==> src/rtl/tick_timer_arbiter.sv <==
// tick_timer_arbiter: shares one prescaled tick timer among NREQ requesters.
// A round-robin winner is granted the timer, the prescaler is realigned with a
// one-cycle clear, and the winner's delay is counted down in ticks before a
// one-cycle done pulse is returned. Dropping the request aborts the run.
module tick_timer_arbiter #(
    parameter int NREQ = 4,
    parameter int DW   = 8
) (
    input  logic                 clk,
    input  logic                 rst,
    input  logic                 tick_in,
    input  logic [NREQ-1:0]      req,
    input  logic [NREQ*DW-1:0]   delay,
    output logic                 cnt_clr,
    output logic [NREQ-1:0]      grant,
    output logic [NREQ-1:0]      done,
    output logic                 busy,
    output logic [DW-1:0]        remaining
);

    localparam int PW = (NREQ > 1) ? $clog2(NREQ) : 1;
    localparam logic [NREQ-1:0] GRANT_ONE = NREQ'(1);

    typedef enum logic [1:0] {
        IDLE = 2'd0,
        RUN  = 2'd1,
        DONE = 2'd2
    } state_t;

    state_t          r_state;
    logic [PW-1:0]   r_ptr;
    logic [NREQ-1:0] r_grant;
    logic [NREQ-1:0] r_done;
    logic            r_cnt_clr;
    logic            r_busy;
    logic [DW-1:0]   r_remaining;

    logic            w_found;
    logic [PW-1:0]   w_winner;
    logic [DW-1:0]   w_delaySel;
    logic            w_tickOk;
    logic            w_reqHeld;

    // Round-robin search starting just after the last winner, wrapping around.
    always_comb begin
        w_found  = 1'b0;
        w_winner = '0;
        for (int k = 1; k <= NREQ; k++) begin
            if (!w_found && req[(int'(r_ptr) + k) % NREQ]) begin
                w_found  = 1'b1;
                w_winner = PW'((int'(r_ptr) + k) % NREQ);
            end
        end
    end

    assign w_delaySel = delay[int'(w_winner) * DW +: DW];
    // The tick arriving alongside the prescaler clear belongs to the old phase.
    assign w_tickOk   = tick_in && !r_cnt_clr;
    assign w_reqHeld  = req[r_ptr];

    // Arbitration / countdown FSM; every output is a register updated here.
    always_ff @(posedge clk) begin
        if (rst) begin
            r_state     <= IDLE;
            r_ptr       <= PW'(NREQ - 1);
            r_grant     <= '0;
            r_done      <= '0;
            r_cnt_clr   <= 1'b0;
            r_busy      <= 1'b0;
            r_remaining <= '0;
        end else begin
            case (r_state)
                IDLE: begin
                    r_done    <= '0;
                    r_cnt_clr <= 1'b0;
                    if (w_found) begin
                        r_state     <= RUN;
                        r_grant     <= GRANT_ONE << w_winner;
                        r_remaining <= w_delaySel;
                        r_cnt_clr   <= 1'b1;
                        r_ptr       <= w_winner;
                        r_busy      <= 1'b1;
                    end
                end
                RUN: begin
                    r_cnt_clr <= 1'b0;
                    if (!w_reqHeld) begin
                        r_state     <= IDLE;
                        r_grant     <= '0;
                        r_busy      <= 1'b0;
                        r_remaining <= '0;
                    end else if (r_remaining == '0) begin
                        r_state <= DONE;
                        r_done  <= r_grant;
                    end else if (w_tickOk) begin
                        r_remaining <= r_remaining - DW'(1);
                    end
                end
                DONE: begin
                    r_state   <= IDLE;
                    r_grant   <= '0;
                    r_done    <= '0;
                    r_busy    <= 1'b0;
                    r_cnt_clr <= 1'b0;
                end
                default: begin
                    r_state   <= IDLE;
                    r_grant   <= '0;
                    r_done    <= '0;
                    r_busy    <= 1'b0;
                    r_cnt_clr <= 1'b0;
                end
            endcase
        end
    end

    assign cnt_clr   = r_cnt_clr;
    assign grant     = r_grant;
    assign done      = r_done;
    assign busy      = r_busy;
    assign remaining = r_remaining;

endmodule
==> config.mk <==
export PLATFORM = sky130hd
export DESIGN_NAME = tick_timer_arbiter
export DESIGN_NICKNAME = d
export VERILOG_FILES = /design/src/rtl/tick_timer_arbiter.sv
export SDC_FILE = /design/constraint.sdc
export NUM_CORES = 1
export LEC_CHECK = 0
export CELL_PAD_IN_SITES_DETAIL_PLACEMENT = 1
export CELL_PAD_IN_SITES_GLOBAL_PLACEMENT = 1
export CORE_MARGIN = 2
export CORE_UTILIZATION = 34
export CTS_CLUSTER_DIAMETER = 30
export DETAILED_ROUTE_END_ITERATION = 10
export GPL_ROUTABILITY_DRIVEN = 0
export PLACE_DENSITY = 0.84
export SETUP_SLACK_MARGIN = 0.02
export SKIP_CTS_REPAIR_TIMING = 1
export SYNTH_ARGS = -nofsm -noshare
export SYNTH_HDL_FRONTEND = slang
export SYNTH_SLANG_ARGS = --single-unit
==> constraint.sdc <==
create_clock -name clk -period 3.95 [get_ports clk]
set_input_delay 0.5925 -clock clk [delete_from_list [all_inputs] [get_ports clk]]
set_output_delay 0.5925 -clock clk [all_outputs]
set_load 0.02 [all_outputs]
After elaboration in Yosys (flattened, before gate mapping). Index checks and enable logic that the tools add are counted.

Bits in registers: 22. Bits of input ports: 39. Output and inout port bits: 18.

Add/subtract/negate cells: 5. Order comparisons: 5. Eq/ne operators: 6. Shifts and indexed selects: 2. Muxes and demuxes: 38. Bitwise gates (word level): 6. Reductions and logical operators: 22.

Operators by type and width (number): $mux 8 (4); $shiftx 32x6->8 (1); $lt 3x4->1 const B (4); $mux 1 (16); $pmux 8 s2 (1); $mux 2 (7); $reduce_or 2->1 (6); $bmux 1 s2 (5); $ne 3x3->1 const B (3); $logic_not 8->1 (1); $mux 4 (2); $pmux 4 s2 (1); $reduce_and 2->1 (4); $sub 8x1->8 const B (1); $add 2x1->2 const B (2); $add 2x2->2 const B (2); $and 1x1->1 const A (4); $logic_and 1x1->1 (4); $logic_not 1->1 (4); $ne 2x2->1 const B (2); $pmux 2 s2 (1); $reduce_and 4->1 (1); $shl 1x2->4 const A (1); $lt 2x3->1 const B (1); 5 further kinds (6).

Logic depth before layout (Yosys ltp). Gate-level depths: netlist of run 1.

Word-level depth: 19. Mapped depth: 9. Depth with buffers taken out: 8.

Least setup slack after synthesis of run 1. Ideal clock, no wire load.

Path type: reg-to-reg. Start: register r_remaining[0], in the netlist remaining[0]. End: register r_remaining[3], in the netlist remaining[3]. Library setup time: 0.116 ns. Data arrival time: 1.978 ns. Required time: 3.834 ns. Path slack: 1.856 ns. Stages on the path, launching flop included: 10. Path through: dfxtp_1 -> inv_1 -> ha_1 -> nor4b_1 -> a2111o_1 -> o211a_4 -> buf_6 -> nand2_1 -> a31oi_1 -> a31o_2.

Cells in the longest elaborated chain, start to end: 5. Elaborated cells between the ends (all ways): 8. Classes of those cells: add/sub (1); eq/ne (1); mux (4); reduce/logical (2).

RTL lines: start, declared (line 36) `logic [DW-1:0] r_remaining;`; start signal, assigned (line 79) `r_remaining <= w_delaySel;`; start signal, assigned (line 96) `r_remaining <= r_remaining - DW'(1);`; $sub 8x1->8 (line 96); $mux 8 (line 95) `end else if (w_tickOk) begin`; $mux 8 (line 92) `end else if (r_remaining == '0) begin`; $mux 8 (line 87) `if (!w_reqHeld) begin`; $pmux 8 s2 (line 72) `case (r_state)`.

Parallel ways exist; a longest one is shown, timed or not. The select of a mux whose other input is x is not followed. A chain may end at the register's enable or synchronous reset.

Final worst setup path of run 1.
Start: input req[3]. End: register r_remaining[0], in the netlist remaining[0].

Cells in the longest elaborated chain, start to end: 16. Elaborated cells between the ends (all ways): 36. Classes of those cells: eq/ne (3); shift (1); mux (25); reduce/logical (7).

RTL lines: start, declared (line 12) `input logic [NREQ-1:0] req,`; $bmux 1 s2 (line 49) `if (!w_found && req[(int'(r_ptr) + k) % NREQ]) begin`; $mux 1 (not written as such) (2 in a row) (line 49); $mux 1 (line 49); $logic_not 1->1 (line 49); $logic_and 1x1->1 (line 49); $mux 1 (line 49); $logic_not 1->1 (line 49); $logic_and 1x1->1 (line 49); $mux 1 (line 49); $logic_not 1->1 (line 49); $logic_and 1x1->1 (line 49); $mux 2 (line 49); $shiftx 32x6->8 (line 56) `assign w_delaySel = delay[int'(w_winner) * DW +: DW];`; $mux 8 (line 76) `if (w_found) begin`; $pmux 8 s2 (line 72).

Parallel ways exist; a longest one is shown, timed or not. The select of a mux whose other input is x is not followed.

==> impl_metrics.yaml, run 1 <==
outcome:
  status: "completed"
worst_hold_path:
  hold_class: "reg2reg"
  hold_start: "busy"
yosys:
  synth_top_area_share: 0.305
  yosys_warnings: 0
  synth_nets: 197
  yosysMostFrequentCell: "dfxtp_1"
  async_flop_share: 0
  syn_area_per_cell_um2: 9.25
  ys_top_cells_by_count: "dfxtp_1, mux2i_1, nand2_1"
  synth_edf_count: 0
  yosys.area.top_type: "dfxtp_1"
  synth-seq-area-share: 0.305
  ys_ff_latch: 22
  synthFlopType: "dfxtp_1"
  ys_types: 56
  ys_top_cells_by_area: "dfxtp_1, mux2i_1, mux2_2, nand2_1, nor3_1"
  synthesis.area_um2: 1440
  synth_cells: 156
cts:
  clk_pin_slew_ns: 0.09
  h-tree-depth: 1
  max-clock-path-buffers: 2
  clk_latency_ns: 0.27
  cts_tree: "yes"
  clock-root-buffer: "clkbuf_8"
  cts-buffers-inserted: 3
  cts_sinks: 22
finish:
  n_fill_cell: 462
  fin_cells: 261
  area_growth_pct: 46.1
  diodes: 0
  drive_above_1_share: 0.123
  nets: 253
  fin_area_um2: 2110
worst_setup_path:
  crit_fanout: 21
  cp-end-kind: "register"
  crit_type: "in2reg"
  worstPathArrival_ns: 2.68
  timing.rr.start: "remaining[0]"
  cp-startpoint: "req[3]"
  crit_path_start_kind: "input port"
  cp.required_ns: 4.10
sta:
  grt_setup_unrepaired: "false"
  fin_crit_sh: 0.640
  period_minus_slack_ns: 2.53
  hold_viol_final: 0
  drv_slew: 0
  fmax_mhz: 396
  worstMarginPinSlew_ns: 0.728
  setup_violations: 0
  fin_worst_skew_ns: 0.00154
  relSlewSlack: 0.508
  fin_setup_tns_ns: 0
die:
  die_x_um: 69.1
  num_rows: 23
  placeableCoreArea_um2: 4030
  ios: 57
  initial_utilization: 0.358
  die_area_um2: 4780
  die_h_um: 69.1
drt:
  via_per_inst: 5.69
  vias: 1486
  first_pass_iters: 4
  drt_iter0_drc: 34
  route.antenna.remaining_nets: 0
  drc_errors: 0
  wirelength_um: 4870
  drt-wirelength-per-cell_um: 18.6
global_route:
  antenna_found_initial: 0
  grt_max_degree: 22
  grt_pass1_wl_um: 7940
  grt_overflow: 0
  grt_use_total: 0.203
  grt_pass1_vias: 1671
power:
  vdd_drop_max_mv: 0.204
  powerDensity_nw_per_um2: 538
  power_leakage_uw: 0.000826
place:
  dpl_cell_area_um2: 2040
  dp_cells: 257
  port_buffers: 56
  place_hpwl_um: 3680
run:
  maxCapViolCount: 0
## final cells by class
| class | instances | area, um^2 | area share |
|---|---|---|---|
| multi-input cells | 121 | 936 | 0.444 |
| well taps | 50 | 62.6 | 0.0297 |
| inverters | 6 | 22.5 | 0.0107 |
| clock buffers | 3 | 41.3 | 0.0196 |
| clock inverters | 1 | 30.0 | 0.0142 |
| flip-flops and latches | 22 | 440 | 0.209 |
| repair buffers | 58 | 576 | 0.273 |
## through the flow
stage / worst slack (ns) / hold WS (ns) / utilization / power, uW
2_1_floorplan: 1.86 / 0.472 / - / 705
3_3_place_gp: 1.28 / 0.446 / 0.506 / 876
3_5_place_dp: 1.15 / 0.449 / 0.506 / 910
4_1_cts: 1.43 / 0.469 / 0.523 / 1130
5_1_grt: 1.30 / 0.496 / 0.523 / 1200
6_report: 1.42 / 0.470 / 0.523 / 1130
## placed cells by master (no fill, tap or decap), drive strengths merged, types with 5 or more instances in the layout
cell type       n
mux2i          15
nand2          14
nand2b          5
nor3            9
o21ai           5
clkdlybuf4s50  56
nor2           12
dfxtp          22
mux2            7
inv             6
## per-layer routing
| layer | track usage | part of all wire | up-vias |
|---|---|---|---|
| met3 | 0.0249 | 0.035 | 7 |
| met2 | 0.395 | 0.55 | 37 |
| met1 | 0.223 | 0.40 | 738 |
| li1 | - | - | 704 |
| met4 | 0.0697 | 0.015 | 0 |
| met5 | 0 | 0 | - |
## cell families after synthesis
logic type / count (synthesis) / share of synthesized area
AND/OR/NAND/NOR: 54 / 0.195
flip-flops: 22 / 0.305
AO/OA/AOI/OAI: 41 / 0.245
adder cells (fa/ha/maj): 2 / 0.0173
multiplexers: 23 / 0.180
XOR/XNOR: 1 / 0.00607
buffers and inverters: 13 / 0.0512
## flip-flops by register name, summed over array words and instances, names as in the netlist
register / flops
cnt_clr: 1
remaining: 8
r_ptr: 2
grant: 4
busy: 1
done: 4
r_state: 2
## path summary, 6_finish.rpt
check / slack (ns) / end / cells past startpoint
max reg2reg: 1.62 / remaining[4] / 8
min reg2reg: 0.47 / busy / 1
min: 0.47 / busy / 1
max: 1.42 / remaining[0] / 8
## worst max-delay path: stages
cell and delay (ns):
clkdlybuf4s50_1 0.50, or2b_2 0.23, o21ai_2 0.07, a211oi_4 0.23
buf_4 0.34, mux2_2 0.39, a32oi_1 0.24, a221oi_2 0.08
## power breakdown
group / internal [uW] / switching (uW) / total [uW]
Clock: 136 / 81.7 / 217
Sequential: 268 / 60.9 / 329
Combinational: 266 / 322 / 588
Total: 670 / 465 / 1130
(Power assumes the default switching activity.)
==> inputs of run 2 (changes only) <==
--- a/config.mk
+++ b/config.mk
@@ -8,11 +8,11 @@
 export CELL_PAD_IN_SITES_DETAIL_PLACEMENT = 1
 export CELL_PAD_IN_SITES_GLOBAL_PLACEMENT = 1
 export CORE_MARGIN = 2
-export CORE_UTILIZATION = 34
+export CORE_UTILIZATION = 28
 export CTS_CLUSTER_DIAMETER = 30
 export DETAILED_ROUTE_END_ITERATION = 10
 export GPL_ROUTABILITY_DRIVEN = 0
-export PLACE_DENSITY = 0.84
+export PLACE_DENSITY = 0.74
 export SETUP_SLACK_MARGIN = 0.02
 export SKIP_CTS_REPAIR_TIMING = 1
 export SYNTH_ARGS = -nofsm -noshare
==> constraint.sdc (replaced) <==
create_clock -name clk -period 2.15 [get_ports clk]
set_input_delay 0.3225 -clock clk [delete_from_list [all_inputs] [get_ports clk]]
set_output_delay 0.3225 -clock clk [all_outputs]
set_load 0.02 [all_outputs]
==> impl_metrics.yaml, run 2 (synthesis gave the netlist of run 1 again) <==
die:
  die_x_um: 75.8
  ios: 57
  placeableCoreArea_um2: 5040
  die_h_um: 75.8
  num_rows: 26
  initial_utilization: 0.286
  die_area_um2: 5740
drt:
  drt_iter0_drc: 31
  drt-wirelength-per-cell_um: 15.0
  route.antenna.remaining_nets: 0
  first_pass_iters: 4
  wirelength_um: 4630
  vias: 1542
  via_per_inst: 5.01
  drc_errors: 0
global_route:
  grt_pass1_vias: 1547
  grt_pass1_wl_um: 7190
  grt_max_degree: 19
  grtUsageMet2: 0.287
  antenna_found_initial: 0
  busiest_layer: "met2"
  grt_use_total: 0.163
  grt_overflow: 0
  grt_use_met1: 0.204
  grtUsageMet3: 0.0410
worst_setup_path:
  crit_type: "in2reg"
  slowest_stage: "mux4_2"
  cp.required_ns: 2.30
  crit_path_start_kind: "input port"
  worstPathArrival_ns: 2.21
  r2r_slack_ns: 0.17
  cp_slowest_stage_delay_ns: 0.57
  path_cells: "clkdlybuf4s50_1 > mux4_2 > and2b_1 > and3_1 > a211oi_2 > o2bb2ai_1"
  crit_fanout: 6
  cp-end-kind: "register"
finish:
  diodes: 0
  drive_above_1_share: 0.252
  area_growth_pct: 63.6
  fin_area_um2: 2360
  finish.utilization: 0.468
  largest_reg_flops: 8
  final_common_cell: "clkdlybuf4s50_1"
  layout_common_cells: "clkdlybuf4s50_1, buf_4, dfxtp_1, mux2i_1, nand2_1"
  nets: 281
sta:
  fin_crit_sh: 0.957
  fmax_mhz: 486
  setup_violations: 0
  grt_setup_unrepaired: "true"
  worstMarginPinSlew_ns: 0.738
  hold_viol_final: 0
  period_minus_slack_ns: 2.06
  fin_worst_skew_ns: 0.00130
  drv_slew: 0
  relSlewSlack: 0.504
cts:
  max-clock-path-buffers: 2
  clock-root-buffer: "clkbuf_8"
  cts-buffers-inserted: 3
  clk_pin_slew_ns: 0.08
  cts_sinks: 22
  cts_tree: "yes"
  h-tree-depth: 1
  clk_latency_ns: 0.26
place:
  port_buffers: 56
  dpl_cell_area_um2: 2230
  place_hpwl_um: 3660
run:
  maxCapViolCount: 0
power:
  power_leakage_uw: 0.000965
  vdd_drop_max_mv: 0.449
  powerDensity_nw_per_um2: 919
  power.total_uw: 2170
worst_hold_path:
  hold_class: "reg2reg"
outcome:
  status: "completed"
==> run 2: per-stage QoR <==
| step | worst slack [ns] | hold WS (ns) | setup TNS (ns) | std cells |
|---|---|---|---|---|
| after floorplan | 0.0557 | 0.472 | 0 | 156 |
| after global placement | -0.178 | 0.449 | -2.12 | 300 |
| after detailed placement | -0.262 | 0.449 | -3.04 | 300 |
| after CTS | -0.00185 | 0.473 | -0.00185 | 303 |
| after global routing | -0.0234 | 0.500 | -0.0301 | 308 |
| final | 0.0915 | 0.468 | 0 | 308 |
==> run 2: layer usage <==
layer / vias to the layer above / share of wire
met4: 0 / 0.0069
met3: 4 / 0.051
met2: 39 / 0.52
li1: 760 / -
met5: - / 0
met1: 739 / 0.42
==> run 2: critical path, delay by kind of cell <==
family	cells	cell delay, ns
buf+inv	1	0.50
compound gates	2	0.34
mux	1	0.57
simple gates	2	0.47
==> run 2: final timing paths <==
kind / from / endpoint / cells after the start
setup / recovery: req[1] / remaining[7] / 6
hold / removal: busy / busy / 1
setup reg to reg: remaining[0] / remaining[1] / 8
hold reg to reg: busy / busy / 1
==> run 2: area by class of cell <==
cell class / instances / area, um^2
tap: 70 / 87.6
fill: 590 / 2680
multi-input combinational: 122 / 978
sequential: 22 / 442
clock buffer: 3 / 41.3
timing repair buffer: 85 / 788
inverter: 6 / 22.5
==> run 2: power by group <==
group	total (uW)	internal (uW)	switching, uW
sequential	602	494	108
clock	257	125	132
combinational	1310	676	634
total	2170	1300	873
==> inputs of run 3 (changes only) <==
--- a/config.mk
+++ b/config.mk
@@ -12,7 +12,7 @@
 export CTS_CLUSTER_DIAMETER = 30
 export DETAILED_ROUTE_END_ITERATION = 10
 export GPL_ROUTABILITY_DRIVEN = 0
-export PLACE_DENSITY = 0.74
+export PLACE_DENSITY = 0.82
 export SETUP_SLACK_MARGIN = 0.02
 export SKIP_CTS_REPAIR_TIMING = 1
 export SYNTH_ARGS = -nofsm -noshare
==> impl_metrics.yaml, run 3 (synthesis gave the netlist of run 1 again) <==
sta:
  fin_worst_skew_ns: 0.00315
  relSlewSlack: 0.543
  period_minus_slack_ns: 2.12
  worstMarginPinSlew_ns: 0.680
  setup_violations: 0
  drv_slew: 0
  hold_viol_final: 0
  fmax_mhz: 471
  fin_crit_sh: 0.987
global_route:
  grt_pass1_vias: 1549
  antenna_found_initial: 0
  grt_use_total: 0.169
  grt_pass1_wl_um: 7450
  grt_overflow: 0
  grt_max_degree: 14
die:
  die_h_um: 75.8
  num_rows: 26
  ios: 57
  die_area_um2: 5740
  die_x_um: 75.8
  placeableCoreArea_um2: 5040
  initial_utilization: 0.286
power:
  powerDensity_nw_per_um2: 985
  seq_power_share: 0.255
  p_int_uw: 1420
  sw_frac_of_total: 0.399
  power_leakage_uw: 0.000999
  clockPowerShare: 0.169
  p_sw_uw: 943
  power.total_uw: 2370
  power_frac_comb: 0.576
  vdd_drop_max_mv: 0.409
finish:
  layout_common_cells: "clkdlybuf4s50_1, buf_4, dfxtp_1, mux2i_1, nand2_1"
  nets: 279
  regArea_um2: 442
  n_fill_cell: 584
  final_common_cell: "clkdlybuf4s50_1"
  fin_area_um2: 2400
  finish.utilization: 0.476
  largest_reg_flops: 8
  drive_above_1_share: 0.245
  multi_input_area_um2: 976
  fin_cells: 307
  diodes: 0
  area_growth_pct: 66.4
place:
  port_buffers: 56
  dp_cells: 298
  dpl_cell_area_um2: 2240
  place_hpwl_um: 3650
cts:
  clock-root-buffer: "clkbuf_8"
  cts_tree: "yes"
  clk_pin_slew_ns: 0.09
  cts_sinks: 22
  cts-buffers-inserted: 3
  max-clock-path-buffers: 2
  h-tree-depth: 1
  clk_latency_ns: 0.27
worst_hold_path:
  hold_start: "grant[1]"
  hold_end: "grant[1]"
  hold_depth: 2
  hold_class: "reg2reg"
worst_setup_path:
  crit_buf_inv: 3
  cp_slowest_stage_delay_ns: 0.37
  cp-startpoint: "remaining[0]"
  slowest_stage: "nor4b_1"
  worstPathArrival_ns: 2.31
  crit_top_cell: "buf_4"
  crit_type: "reg2reg"
  crit_family: "compound AO/OA/AOI/OAI gates"
  crit_path_start_kind: "register"
  path_cells: "inv_1 > ha_1 > nor4b_1 > buf_4 > a2111o_1 > o211a_4 > buf_4 > a31oi_1 > a221oi_2"
  reg2reg_to: "remaining[6]"
  cp-end-kind: "register"
  cp.required_ns: 2.33
  timing.rr.start: "remaining[0]"
  r2r_slack_ns: 0.03
  ff2ff_path_depth: 9
  crit_fanout: 5
drt:
  vias: 1589
  drt_iter0_drc: 72
  drt-wirelength-per-cell_um: 16.8
  first_pass_iters: 4
  via_per_inst: 5.18
  route.antenna.remaining_nets: 0
  drc_errors: 0
  wirelength_um: 5150
outcome:
  status: "completed"
run:
  maxCapViolCount: 0
-- run 3: cell types whose count changed in the layout (fill, tap and decap cells not counted), moves of 2 or more --
cell             before  now
buf_12                0    2
buf_4                27   24
clkdlybuf4s50_1      55   52
dlymetal6s2s_1        1    4
-- run 3: power by group through the flow --
stage                     combinational [uW]  clock [uW]  sequential (uW)
after floorplan                          641           0              654
after global placement                  1200           0              600
after detailed placement                1230           0              601
after CTS                               1250         400              593
after global routing                    1450         413              617
final                                   1360         401              603
-- run 3: worst max-delay path by stage --
stage	slack [ns]	endpoint	depth (start not counted)
detailed placement	-0.29	remaining[5]	8
floorplan	0.06	remaining[3]	9
finish	0.03	remaining[6]	9
CTS	-0.08	remaining[5]	8
global route	-0.04	remaining[6]	9
global placement	-0.19	remaining[5]	8
-- run 3: routing by layer --
| layer | vias up | global-route usage | routed length (um) |
|---|---|---|---|
| met5 | - | 0 | 0 |
| met4 | 0 | 0.0429 | 95 |
| met2 | 51 | 0.295 | 2630 |
| li1 | 758 | - | - |
| met3 | 13 | 0.0212 | 219 |
| met1 | 767 | 0.219 | 2210 |
-- run 3: cell type report --
type                       count  area share
timing repair buffer          83       0.334
tap                           70      0.0365
clock buffer                   3      0.0172
clock inverter                 1      0.0125
sequential                    22       0.184
inverter                       6     0.00938
multi-input combinational    122       0.406
-- run 3: through the flow --
stage | hold slack, ns | setup slack [ns] | TNS, ns
after floorplan | 0.472 | 0.0557 | 0
after global placement | 0.459 | -0.190 | -1.60
after detailed placement | 0.458 | -0.295 | -2.19
after CTS | 0.471 | -0.0791 | -0.0791
after global routing | 0.497 | -0.0396 | -0.0525
final | 0.464 | 0.0271 | 0
-- run 3: worst reg2reg max path: stages (launching register included) --
cell	delay, ns
dfxtp_2	0.34
inv_1	0.09
ha_1	0.15
nor4b_1	0.37
buf_4	0.20
a2111o_1	0.19
o211a_4	0.22
buf_4	0.13
a31oi_1	0.05
a221oi_2	0.29
